$ cat src/rtl/scr1_tapc_tck_oversampler.sv
// JTAG front end: synchronises raw TCK and channel pins into clk, filters TCK
// glitches and emits one-cycle rise/fall strobes with captured channel data.
//
// state    | meaning
// ST_PRIME | waiting for FILT_LEN equal valid TCK samples to seed the filtered level
// ST_RUN   | filter primed; accepted toggles produce strobes and gap checks
module scr1_tapc_tck_oversampler #(
  parameter int SYNC_STAGES = 2,
  parameter int FILT_LEN    = 2,
  parameter int RISE_W      = 4,
  parameter int FALL_W      = 1,
  parameter int MIN_GAP     = 3,
  parameter int CNT_W       = 8,
  parameter int HOLD_DATA   = 0
) (
  input  logic              clk,
  input  logic              pwrup_rst_n,
  input  logic              en_i,
  input  logic              tck_i,
  input  logic [RISE_W-1:0] rise_ch_i,
  input  logic [FALL_W-1:0] fall_ch_i,
  input  logic              err_clr_i,
  output logic              tck_filt_o,
  output logic              rise_vld_o,
  output logic [RISE_W-1:0] rise_data_o,
  output logic              fall_vld_o,
  output logic [FALL_W-1:0] fall_data_o,
  output logic [CNT_W-1:0]  rise_cnt_o,
  output logic              overrun_o
);

  localparam int CW = (FILT_LEN > 1) ? $clog2(FILT_LEN) : 1;
  localparam int GW = $clog2(MIN_GAP + 1);

  typedef enum logic {ST_PRIME = 1'b0, ST_RUN = 1'b1} state_t;

  state_t r_state, w_state_nxt;

  logic [SYNC_STAGES-1:0]             r_tck_sync;
  logic [SYNC_STAGES-1:0]             r_vld_sync;
  logic [SYNC_STAGES-1:0][RISE_W-1:0] r_rise_sync;
  logic [SYNC_STAGES-1:0][FALL_W-1:0] r_fall_sync;

  logic              r_tck_filt, w_filt_nxt;
  logic              r_cand;
  logic [CW-1:0]     r_cnt, w_cnt_nxt;
  logic [GW-1:0]     r_gap, w_gap_nxt;
  logic              r_rise_vld, r_fall_vld, r_overrun;
  logic [RISE_W-1:0] r_rise_data;
  logic [FALL_W-1:0] r_fall_data;
  logic [CNT_W-1:0]  r_rise_cnt;

  logic              w_tck_s, w_samp_vld;
  logic [RISE_W-1:0] w_rise_s;
  logic [FALL_W-1:0] w_fall_s;
  logic              w_toggle, w_prime_load, w_ovr_set, w_rise, w_fall;

  assign w_tck_s    = r_tck_sync[SYNC_STAGES-1];
  assign w_samp_vld = r_vld_sync[SYNC_STAGES-1];
  assign w_rise_s   = r_rise_sync[SYNC_STAGES-1];
  assign w_fall_s   = r_fall_sync[SYNC_STAGES-1];

  // r_vld_sync marks when the TCK chain holds real samples rather than reset zeros,
  // so a TCK held high through reset primes high instead of producing a rise.
  always_ff @(posedge clk or negedge pwrup_rst_n) begin
    if (!pwrup_rst_n) begin
      r_tck_sync  <= '0;
      r_vld_sync  <= '0;
      r_rise_sync <= '0;
      r_fall_sync <= '0;
    end else begin
      r_tck_sync  <= {r_tck_sync[SYNC_STAGES-2:0], tck_i};
      r_vld_sync  <= {r_vld_sync[SYNC_STAGES-2:0], 1'b1};
      r_rise_sync <= {r_rise_sync[SYNC_STAGES-2:0], rise_ch_i};
      r_fall_sync <= {r_fall_sync[SYNC_STAGES-2:0], fall_ch_i};
    end
  end

  always_comb begin
    w_state_nxt  = r_state;
    w_filt_nxt   = r_tck_filt;
    w_cnt_nxt    = r_cnt;
    w_toggle     = 1'b0;
    w_prime_load = 1'b0;
    case (r_state)
      ST_PRIME: begin
        // r_cnt counts equal samples seen so far; 0 means no run started yet
        if (w_samp_vld) begin
          if ((r_cnt == '0) || (w_tck_s == r_cand)) begin
            if (r_cnt == CW'(FILT_LEN - 1)) begin
              w_prime_load = 1'b1;
              w_filt_nxt   = w_tck_s;
              w_cnt_nxt    = '0;
              w_state_nxt  = ST_RUN;
            end else begin
              w_cnt_nxt = r_cnt + CW'(1);
            end
          end else begin
            w_cnt_nxt = CW'(1);
          end
        end
      end
      ST_RUN: begin
        if (w_tck_s == r_tck_filt) begin
          w_cnt_nxt = '0;
        end else if (r_cnt == CW'(FILT_LEN - 1)) begin
          w_toggle   = 1'b1;
          w_filt_nxt = ~r_tck_filt;
          w_cnt_nxt  = '0;
        end else begin
          w_cnt_nxt = r_cnt + CW'(1);
        end
      end
      default: w_state_nxt = ST_PRIME;
    endcase
  end

  always_comb begin
    w_gap_nxt = r_gap;
    if (w_toggle || w_prime_load) begin
      w_gap_nxt = '0;
    end else if (r_gap != GW'(MIN_GAP)) begin
      w_gap_nxt = r_gap + GW'(1);
    end
  end

  assign w_ovr_set = w_toggle && ((int'(r_gap) + 1) < MIN_GAP);
  assign w_rise    = w_toggle && !r_tck_filt && en_i;
  assign w_fall    = w_toggle &&  r_tck_filt && en_i;

  always_ff @(posedge clk or negedge pwrup_rst_n) begin
    if (!pwrup_rst_n) begin
      r_state     <= ST_PRIME;
      r_tck_filt  <= 1'b0;
      r_cand      <= 1'b0;
      r_cnt       <= '0;
      r_gap       <= '0;
      r_rise_vld  <= 1'b0;
      r_fall_vld  <= 1'b0;
      r_rise_data <= '0;
      r_fall_data <= '0;
      r_rise_cnt  <= '0;
      r_overrun   <= 1'b0;
    end else begin
      r_state    <= w_state_nxt;
      r_tck_filt <= w_filt_nxt;
      r_cand     <= w_tck_s;
      r_cnt      <= w_cnt_nxt;
      r_gap      <= w_gap_nxt;
      r_rise_vld <= w_rise;
      r_fall_vld <= w_fall;
      if (w_rise) begin
        r_rise_data <= w_rise_s;
        r_rise_cnt  <= r_rise_cnt + CNT_W'(1);
      end else if (HOLD_DATA == 0) begin
        r_rise_data <= '0;
      end
      if (w_fall) begin
        r_fall_data <= w_fall_s;
      end else if (HOLD_DATA == 0) begin
        r_fall_data <= '0;
      end
      // a new violation wins over a coincident clear
      r_overrun <= w_ovr_set | (r_overrun & ~err_clr_i);
    end
  end

  assign tck_filt_o  = r_tck_filt;
  assign rise_vld_o  = r_rise_vld;
  assign rise_data_o = r_rise_data;
  assign fall_vld_o  = r_fall_vld;
  assign fall_data_o = r_fall_data;
  assign rise_cnt_o  = r_rise_cnt;
  assign overrun_o   = r_overrun;

endmodule

$ cat config.mk
export PLATFORM = sky130hd
export DESIGN_NAME = scr1_tapc_tck_oversampler
export DESIGN_NICKNAME = d
export VERILOG_FILES = /design/src/rtl/scr1_tapc_tck_oversampler.sv
export SDC_FILE = /design/constraint.sdc
export NUM_CORES = 1
export LEC_CHECK = 0
export BUFFER_PORTS_ARGS = -buffer_cell sky130_fd_sc_hd__buf_4
export CAP_MARGIN = 20
export CORE_MARGIN = 2
export CORE_UTILIZATION = 53
export CTS_CLUSTER_DIAMETER = 120
export CTS_CLUSTER_SIZE = 20
export DETAILED_ROUTE_END_ITERATION = 10
export PLACE_DENSITY = 0.74
export SLEW_MARGIN = 20
export SYNTH_ARGS = -nofsm -noshare
export SYNTH_HDL_FRONTEND = slang
export SYNTH_SLANG_ARGS = --single-unit
$ cat constraint.sdc
create_clock -name clk -period 1.65 [get_ports clk]
set_input_delay 0.495 -clock clk [delete_from_list [all_inputs] [get_ports clk]]
set_output_delay 0.495 -clock clk [all_outputs]
set_load 0.01 [all_outputs]
==> out/qor.yml, run 1 <==
clock_network:
  clk_pin_slew_ns: 0.11
  cts_tree: "built"
  clock-sinks: 36
  clk_latency_ns: 0.34
  clockBufferDepth: 2
  root_buffer: "clkbuf_4"
  numCtsBuffers: 5
  htreeDepth: 2
worst_setup_path:
  cp.depth: 1
  cp-start-kind: "flip-flop"
  end_kind: "output port"
  slowest_stage: "dfrtp_2"
  critPathTopFamily: "flip-flops"
  cp.required_ns: 1.15
  r2r_cells: 3
  worst_ep_arrival_time_ns: 1.02
  cp_max_fo: 11
  path_cells: "buf_4"
  crit_buf_inv: 1
  path_class: "flip-flop to output port"
  slowest_delay_ns: 0.51
power_and_ir_drop:
  power.density_mw_per_mm2: 1310
  p_seq_share_pct: 53.3
  max-vdd-ir-drop_uv: 1090
  p_int_mw: 1.48
  p_leak_nw: 0.849
  pwr-share-clk_pct: 22.9
  p_switching_uw: 710
  p_comb_share_pct: 23.8
  swShare_pct: 32.4
floorplanning:
  chipHeight_um: 55.3
  row_count: 18
  initial_core_util_pct: 56.3
  dieArea_sq_mm: 0.00306
  die_w_um: 55.3
  ios: 27
  core_sq_mm: 0.00248
yosys:
  synthesis.area_sq_mm: 0.00140
  syn_inst: 106
  synthDistinctLibCells: 33
  avgSynthCellArea_sq_um: 13.2
  ys_ff_latch: 36
  yosysTopAreaCell: "dfrtp_1"
  synthTopCellsByArea: "dfrtp_1 (65%), xor2_1 (5.7%), ha_1 (2.7%)"
  ys_seq_area_share_pct: 64.6
  synth_nets: 119
  synth_top_area_share_pct: 64.6
  yosys_warnings: 0
sta:
  period_needed_ns: 1.51
  fin_skew_ns: 0.00986
  fin_setup_tns_ns: 0
  drv_slew: 0
  min_period_over_period_pct: 91.6
  fin_ws_ns: 0.139
  timing.fmax_mhz: 662
  setup-violations-final: 0
  hold_violations: 0
  rsz0062_at_grt: "no"
  whs_ns: 0.0739
finish:
  multi_input_area_sq_um: 452
  num-fill-cells: 196
  final_util_pct: 67.4
  regArea_sq_um: 902
  final_common_cell: "dfrtp_1"
  layout_common_cells: "dfrtp_1 (35), buf_4 (27), nand2_1 (10), xor2_1 (9)"
  fin_nets: 149
  drive_gt1_share_pct: 29.2
  final_cells: 167
  diodes: 0
  area_growth_pct: 19.7
run:
  drv_cap: 0
global_route:
  grt_overflow: 0
  grt_usage_pct: 16.2
  grt_pass1_wl_um: 3650
  grt_max_degree: 37
  grt_pass1_vias: 816
  grt_antenna_before_repair: 0
placed_design:
  hpwl_um: 1580
  pre_cts_ws_ns: 0.279
  dpl.cell_count: 159
  io_buffer_count: 26
  gp_congestion: 0.747
outcome:
  status: "finished clean"
worst_hold_path:
  hp-class: "input port to asynchronous set/reset pin"
routing:
  vias: 854
  drt_iter0_drc: 19
  viasPerCell: 5.11
  wire_per_inst_um: 12.9
  ant_nets: 0
  drc: 0
  firstDrtPassIters: 4
  routed_wirelength_um: 2160
## repair_timing
action	4_1_cts	5_1_grt
hold buffers	0	0
setup buffers	0	0
resized for setup	0	1
setup endpoints to repair	0	1
## registers in the layout (all words and copies together), names as in the netlist, 2 cells and up
register     cells
r_gap            2
r_rise_sync      4
r_tck_sync       2
r_vld_sync       2
rise_cnt_o       8
rise_data_o      4
w_rise_s         4
## per-stage QoR
step	power (mW)	cell area, sq um
after floorplan	1.52	1400
after global placement	1.68	1600
after detailed placement	1.71	1600
after CTS	2.21	1670
after global routing	2.34	1670
final	2.19	1670
## cells in the mapped netlist
cell	count
nor3_4	1
nand2_1	10
o2bb2ai_1	1
buf_2	1
nor3_1	5
conb_1	1
o41ai_1	1
xor2_1	9
a211oi_1	1
dfrtp_1	36
o211ai_1	1
inv_1	3
nand4b_4	1
nor4_4	1
ha_1	3
and2_1	5
a32oi_1	1
nor4_1	1
or3_1	1
a21oi_1	3
nand2b_1	3
mux2_1	1
nor2_1	2
a21o_1	1
buf_6	1
nand2_2	1
nor2b_1	1
a31oi_1	2
nand4_1	1
xnor2_1	1
o21ai_0	3
o21bai_1	1
buf_4	2
## cell type report
type / instances / area share, %
clock buffer: 6 / 3.07
clock inverter: 2 / 0.824
inverter: 3 / 0.674
multi-input combinational: 63 / 27.0
sequential: 36 / 54.0
tap: 30 / 2.25
timing repair buffer: 27 / 12.1
## metal layers
layer	track usage (%)	share of wire (%)
met1	18.8	44
met2	25.3	48
met4	9.41	2.7
met5	0	0
met3	6.32	5.9
## cells by family after synthesis
| group | synth area share, % |
|---|---|
| AND/OR/NAND/NOR | 15.2 |
| other | 0.269 |
| XOR/XNOR | 6.28 |
| flip-flops | 64.6 |
| buffers and inverters | 3.05 |
| multiplexers | 0.807 |
| AO/OA/AOI/OAI | 7.09 |
| adder cells (fa/ha/maj) | 2.69 |
## path summary, 6_finish.rpt
check	start	to	slack [ns]
min	pwrup_rst_n	rise_cnt_o[6]$_DFFE_PN0P_	0.07
min in group clk	rise_ch_i[2]	r_rise_sync[2]$_DFF_PN0_	0.25
max in group asynchronous	pwrup_rst_n	tck_filt_o$_DFFE_PN0P_	1.24
max reg2reg	r_state$_DFF_PN0_	rise_cnt_o[1]$_DFFE_PN0P_	0.26
min reg2reg	r_rise_sync[3]$_DFF_PN0_	w_rise_s[3]$_DFF_PN0_	0.36
max	tck_filt_o$_DFFE_PN0P_	tck_filt_o	0.14
## power groups by stage
| stage | clock, mW | sequential, mW | combinational [mW] |
|---|---|---|---|
| 2_1_floorplan | 0 | 1.13 | 0.396 |
| 3_3_place_gp | 0 | 1.17 | 0.510 |
| 3_5_place_dp | 0 | 1.18 | 0.527 |
| 4_1_cts | 0.517 | 1.16 | 0.529 |
| 5_1_grt | 0.560 | 1.19 | 0.591 |
| 6_report | 0.501 | 1.17 | 0.520 |
Note: power is estimated with default switching activity, not from simulation.
==> inputs of run 2 (changes only) <==
REMOVE_ABC_BUFFERS = 1   (was not set)
==> run 2 against run 1 <==
- worst hold slack improved by 0.016 ns
- die area unchanged
- core utilization decreased by 0.10 points
- clock-buffer cell count increased by 1
- fmax increased by 0.98%
- via count increased by 1.2%
- design area decreased by 0.15%
- critical endpoint unchanged
- clock power decreased by 5.8%
- sequential cell count unchanged
- largest cell class unchanged
- largest power group unchanged
- final cell count unchanged
- highest routed layer unchanged
- first-iteration DRC count decreased by 26%
==> out/qor.yml, run 2 (synthesis gave the netlist of run 1 again) <==
worst_setup_path:
  crit_start: "tck_filt_o$_DFFE_PN0P_"
  path_cells: "buf_4"
  cp.depth: 1  # unchanged
  crit_buf_inv: 1  # unchanged
  cp_max_fo: 11  # unchanged
  r2r_cells: 3  # unchanged
  crit_end: "tck_filt_o"
  cp-start-kind: "flip-flop"
  cp.required_ns: 1.15  # about the same
  slowest_stage: "dfrtp_2"
  end_kind: "output port"
  regToRegSetupSlack_ns: 0.26  # about the same
  slowest_delay_ns: 0.50  # about the same
  worst_ep_arrival_time_ns: 1.00  # -0.02 ns
  critPathTopFamily: "flip-flops"
  rr_startpoint: "r_state$_DFF_PN0_"
  r2r-end: "rise_cnt_o[1]$_DFFE_PN0P_"
  path_class: "flip-flop to output port"
clock_network:
  root_buffer: "clkbuf_4"
  clk_pin_slew_ns: 0.11  # about the same
  clk_latency_ns: 0.33  # about the same
  numCtsBuffers: 5  # unchanged
  clock-sinks: 36  # unchanged
  clockBufferDepth: 2  # unchanged
  cts_tree: "built"
  htreeDepth: 2  # unchanged
  holdBufCountCts: 0  # unchanged
global_route:
  grt_pass1_wl_um: 3870  # +6.0%
  grt_max_degree: 37  # unchanged
  grt_usage_pct: 16.4  # +0.26 points
  grt_antenna_before_repair: 0  # unchanged
  grt_overflow: 0  # unchanged
  grt_pass1_vias: 888  # +8.8%
floorplanning:
  ios: 27  # unchanged
  chipHeight_um: 55.3  # unchanged
  core_sq_mm: 0.00248  # unchanged
  dieArea_sq_mm: 0.00306  # unchanged
  initial_core_util_pct: 56.3  # unchanged
  die_w_um: 55.3  # unchanged
  row_count: 18  # unchanged
sta:
  whs_ns: 0.0897  # +0.0158 ns
  hold_violations: 0  # unchanged
  period_needed_ns: 1.50  # -0.0146 ns
  setup-violations-final: 0  # unchanged
  fin_setup_tns_ns: 0  # unchanged
  fin_skew_ns: 0.0113  # +0.00148 ns
  rsz0062_at_grt: "no"
  min_period_over_period_pct: 90.7  # -0.89 points
  timing.fmax_mhz: 668  # +0.98%
  drv_slew: 0  # unchanged
finish:
  multi_input_area_sq_um: 452  # unchanged
  area_growth_pct: 19.6
  final_common_cell: "dfrtp_1"
  final_cells: 167  # unchanged
  num-fill-cells: 195  # -0.51%
  largest_reg_flops: 8  # unchanged
  layout_common_cells: "dfrtp_1 (35), buf_4 (27), nand2_1 (10), xor2_1 (9)"
  diodes: 0  # unchanged
  regArea_sq_um: 902  # unchanged
  fin_nets: 149  # unchanged
  drive_gt1_share_pct: 28.5  # -0.73 points
placed_design:
  io_buffer_count: 26  # unchanged
  dpl.cell_count: 159  # unchanged
  hpwl_um: 1590  # +0.22%
  gp_congestion: 0.743  # -0.63%
worst_hold_path:
  hp-class: "input port to asynchronous set/reset pin"
power_and_ir_drop:
  p_leak_nw: 0.842  # -0.84%
  power.density_mw_per_mm2: 1300  # -1.1%
  max-vdd-ir-drop_uv: 892  # -18%
  power_mw: 2.16  # -1.3%
routing:
  dr.max_layer_used: "met4"
  drt-met1-wl_um: 873  # -7.2%
  routed_wirelength_um: 2170  # +0.42%
  vias: 864  # +1.2%
  drt_iter0_drc: 14  # -5
  dr_wl_met3_um: 120  # -6.3%
  firstDrtPassIters: 4  # unchanged
  ant_nets: 0  # unchanged
  route.met2.wl_um: 1140  # +11%
  drc: 0  # unchanged
  viasPerCell: 5.17  # +1.2%
  wire_per_inst_um: 13.0  # +0.42%
outcome:
  status: "finished clean"
run:
  drv_cap: 0  # unchanged
==> run 2: worst min path at each step <==
| stage | to | slack (ns) | cells past startpoint |
|---|---|---|---|
| after detailed placement | w_fall_s$_DFF_PN0_ | 0.34 | 0 |
| after global placement | w_fall_s$_DFF_PN0_ | 0.33 | 0 |
| after CTS | rise_cnt_o[7]$_DFFE_PN0P_ | 0.10 | 1 |
| after global routing | rise_cnt_o[7]$_DFFE_PN0P_ | 0.11 | 1 |
| final | rise_cnt_o[7]$_DFFE_PN0P_ | 0.09 | 1 |
| after floorplan | fall_data_o$_DFF_PN0_ | 0.20 | 0 |
==> run 2: area by class of cell <==
class                   instances  share of cell area [%]
flip-flops and latches         36                    54.1
well taps                      30                    2.25
clock buffers                   7                    3.30
clock inverters                 1                   0.450
multi-input cells              63                    27.1
inverters                       3                   0.675
repair buffers                 27                    12.2
==> run 2: layer usage <==
metal	up-vias	global-route usage, %
met4	0	5.23
met2	21	28.4
met3	4	6.32
met5	-	0
met1	420	18.7
li1	419	-
==> run 2: metrics by stage <==
stage / util (%) / setup slack, ns / area, sq um
6_report: 67.3 / 0.154 / 1670
5_1_grt: 67.3 / 0.0953 / 1670
4_1_cts: 67.3 / 0.0264 / 1670
3_5_place_dp: 64.7 / 0.255 / 1600
3_3_place_gp: 64.7 / 0.317 / 1600
2_1_floorplan: - / 0.301 / 1360
==> run 2: report_power, final <==
| part | total, mW | internal (mW) | leakage, nW | switching [mW] |
|---|---|---|---|---|
| clock network | 0.472 | 0.209 | 0.0315 | 0.264 |
| registers | 1.17 | 1.01 | 0.449 | 0.163 |
| logic | 0.518 | 0.259 | 0.361 | 0.259 |
==> run 2: repair_timing <==
action / 4_1_cts / 5_1_grt
setup buffers: 0 / 0
gates resized for setup: 0 / 1
endpoints found under the setup margin: 0 / 1
==> inputs of run 3 (changes only) <==
RECOVER_POWER = 100   (was not set)
TNS_END_PERCENT = 100   (was not set)
==> run 3 against run 2 <==
- critical path type unchanged
- sequential power about the same
- core utilization decreased by 2.8 points
- non-clock buffer count unchanged
- fmax about the same
- worst setup slack improved by 0.0014 ns
==> out/qor.yml, run 3 (synthesis gave the netlist of run 1 again) <==
outcome:
  status: "finished clean"
global_route:
  grt_pass1_wl_um: 3870  # unchanged
  grt_antenna_before_repair: 0  # unchanged
  grt_pass1_vias: 888  # unchanged
  grt_overflow: 0  # unchanged
  grt_max_degree: 37  # unchanged
  grt_usage_pct: 16.4  # unchanged
finish:
  fin_nets: 149  # unchanged
  num-fill-cells: 210  # +7.7%
  final_util_pct: 64.5  # -2.8 points
  area_growth_pct: 14.6
  largest_reg_flops: 8  # unchanged
  diodes: 0  # unchanged
  layout_common_cells: "dfrtp_1 (35), clkbuf_1 (18), nand2_1 (11), clkbuf_4 (11), xor2_1 (9)"
  final_cells: 167  # unchanged
  regArea_sq_um: 902  # unchanged
  multi_input_area_sq_um: 449  # -0.55%
  drive_gt1_share_pct: 15.3  # -13 points
  final_common_cell: "dfrtp_1"
power_and_ir_drop:
  p_seq_share_pct: 55.5  # +1.3 points
  p_leak_nw: 0.767  # -8.8%
  p_int_mw: 1.42  # -3.7%
  swShare_pct: 32.5  # +0.71 points
  power.density_mw_per_mm2: 1310  # +1.5%
  p_comb_share_pct: 22.0  # -2.0 points
  max-vdd-ir-drop_uv: 877  # -1.7%
  p_switching_uw: 683  # -0.49%
  pwr-share-clk_pct: 22.5  # +0.6 points
routing:
  ant_nets: 0  # unchanged
  drt_iter0_drc: 18  # +4
  vias: 874  # +1.2%
  routed_wirelength_um: 2180  # +0.55%
  drc: 0  # unchanged
  wire_per_inst_um: 13.0  # +0.55%
  firstDrtPassIters: 4  # unchanged
  viasPerCell: 5.23  # +1.2%
floorplanning:
  chipHeight_um: 55.3  # unchanged
  initial_core_util_pct: 56.3  # unchanged
  dieArea_sq_mm: 0.00306  # unchanged
  ios: 27  # unchanged
  row_count: 18  # unchanged
  core_sq_mm: 0.00248  # unchanged
  die_w_um: 55.3  # unchanged
sta:
  fin_skew_ns: 0.0123  # +0.00101 ns
  hold_violations: 0  # unchanged
  fin_setup_tns_ns: 0  # unchanged
  period_needed_ns: 1.49  # -0.00139 ns
  setup-violations-final: 0  # unchanged
  rsz0062_at_grt: "no"
  fin_ws_ns: 0.155  # +0.00139 ns
  min_period_over_period_pct: 90.6  # about the same
  worstMarginPinSlew_ns: 0.820
  slew_headroom_pct: 45.4
  timing.fmax_mhz: 669  # about the same
  drv_slew: 0  # unchanged
  whs_ns: 0.239  # +0.149 ns
clock_network:
  htreeDepth: 2  # unchanged
  clk_latency_ns: 0.33  # about the same
  clockBufferDepth: 2  # unchanged
  post_cts_buffers: 0  # unchanged
  clock-sinks: 36  # unchanged
  cts_tree: "built"
  clk_pin_slew_ns: 0.11  # about the same
  numCtsBuffers: 5  # unchanged
  root_buffer: "clkbuf_4"
worst_setup_path:
  cp.required_ns: 1.15  # about the same
  slowest_stage: "dfrtp_2"
  r2r-end: "rise_cnt_o[1]$_DFFE_PN0P_"
  critPathTopFamily: "flip-flops"
  worst_ep_arrival_time_ns: 1.00  # about the same
  cp-start-kind: "flip-flop"
  end_kind: "output port"
  regToRegSetupSlack_ns: 0.19  # -0.07 ns
  cp_max_fo: 11  # unchanged
  path_cells: "clkbuf_1"
  path_class: "flip-flop to output port"
  slowest_delay_ns: 0.50  # about the same
  rr_startpoint: "r_state$_DFF_PN0_"
  r2r_cells: 3  # unchanged
  crit_buf_inv: 1  # unchanged
placed_design:
  pre_cts_ws_ns: 0.255  # unchanged
  gp_congestion: 0.743  # unchanged
  hpwl_um: 1590  # unchanged
  dpl.cell_count: 159  # unchanged
  io_buffer_count: 26  # unchanged
worst_hold_path:
  hp-class: "input port to asynchronous set/reset pin"
run:
  drv_cap: 0  # unchanged
==> run 3: repair_timing <==
item / 4_1_cts / 5_1_grt
setup endpoints to repair: 0 / 1
hold buffers: 0 / 0
resized for setup: 0 / 1
==> run 3: cell type report <==
| class | instances | area share (%) |
|---|---|---|
| flip-flops and latches | 36 | 56.4 |
| repair buffers | 27 | 8.53 |
| inverters | 3 | 0.704 |
| clock inverters | 1 | 0.469 |
| multi-input cells | 63 | 28.1 |
| well taps | 30 | 2.35 |
| clock buffers | 7 | 3.44 |
==> run 3: through the flow <==
step	instance area (sq um)	total power, mW
6_report	1600	2.10
3_5_place_dp	1600	1.71
4_1_cts	1670	2.18
2_1_floorplan	1360	1.48
5_1_grt	1600	2.25
3_3_place_gp	1600	1.68
==> run 3: metal layers <==
metal / vias up / routed length, um / global-route usage (%)
li1: 420 / - / -
met1: 427 / 906 / 18.7
met2: 23 / 1120 / 28.4
met3: 4 / 121 / 6.32
met4: 0 / 29 / 5.23
met5: - / 0 / 0
==> run 3: worst register-to-register path, cell delays in order, from the launching register on <==
cell,delay (ns)
dfrtp_1,0.54
nand2_1,0.24
nor3_4,0.23
mux2_1,0.34
==> run 3: worst max path at each step <==
stage / start / to / slack (ns) / depth (start not counted)
final: tck_filt_o$_DFFE_PN0P_ / tck_filt_o / 0.16 / 1
after global routing: r_state$_DFF_PN0_ / rise_cnt_o[1]$_DFFE_PN0P_ / 0.08 / 3
after CTS: tck_filt_o$_DFFE_PN0P_ / tck_filt_o / 0.03 / 1
after detailed placement: tck_filt_o$_DFFE_PN0P_ / rise_cnt_o[7]$_DFFE_PN0P_ / 0.26 / 3
after global placement: r_state$_DFF_PN0_ / rise_cnt_o[1]$_DFFE_PN0P_ / 0.32 / 3
after floorplan: r_state$_DFF_PN0_ / rise_cnt_o[1]$_DFFE_PN0P_ / 0.30 / 3
==> run 3: power by group through the flow <==
| stage | clock network [mW] | logic [mW] | registers [mW] |
|---|---|---|---|
| 2_1_floorplan | 0 | 0.299 | 1.18 |
| 5_1_grt | 0.543 | 0.522 | 1.19 |
| 6_report | 0.472 | 0.463 | 1.17 |
| 3_3_place_gp | 0 | 0.509 | 1.17 |
| 4_1_cts | 0.490 | 0.527 | 1.17 |
| 3_5_place_dp | 0 | 0.524 | 1.18 |
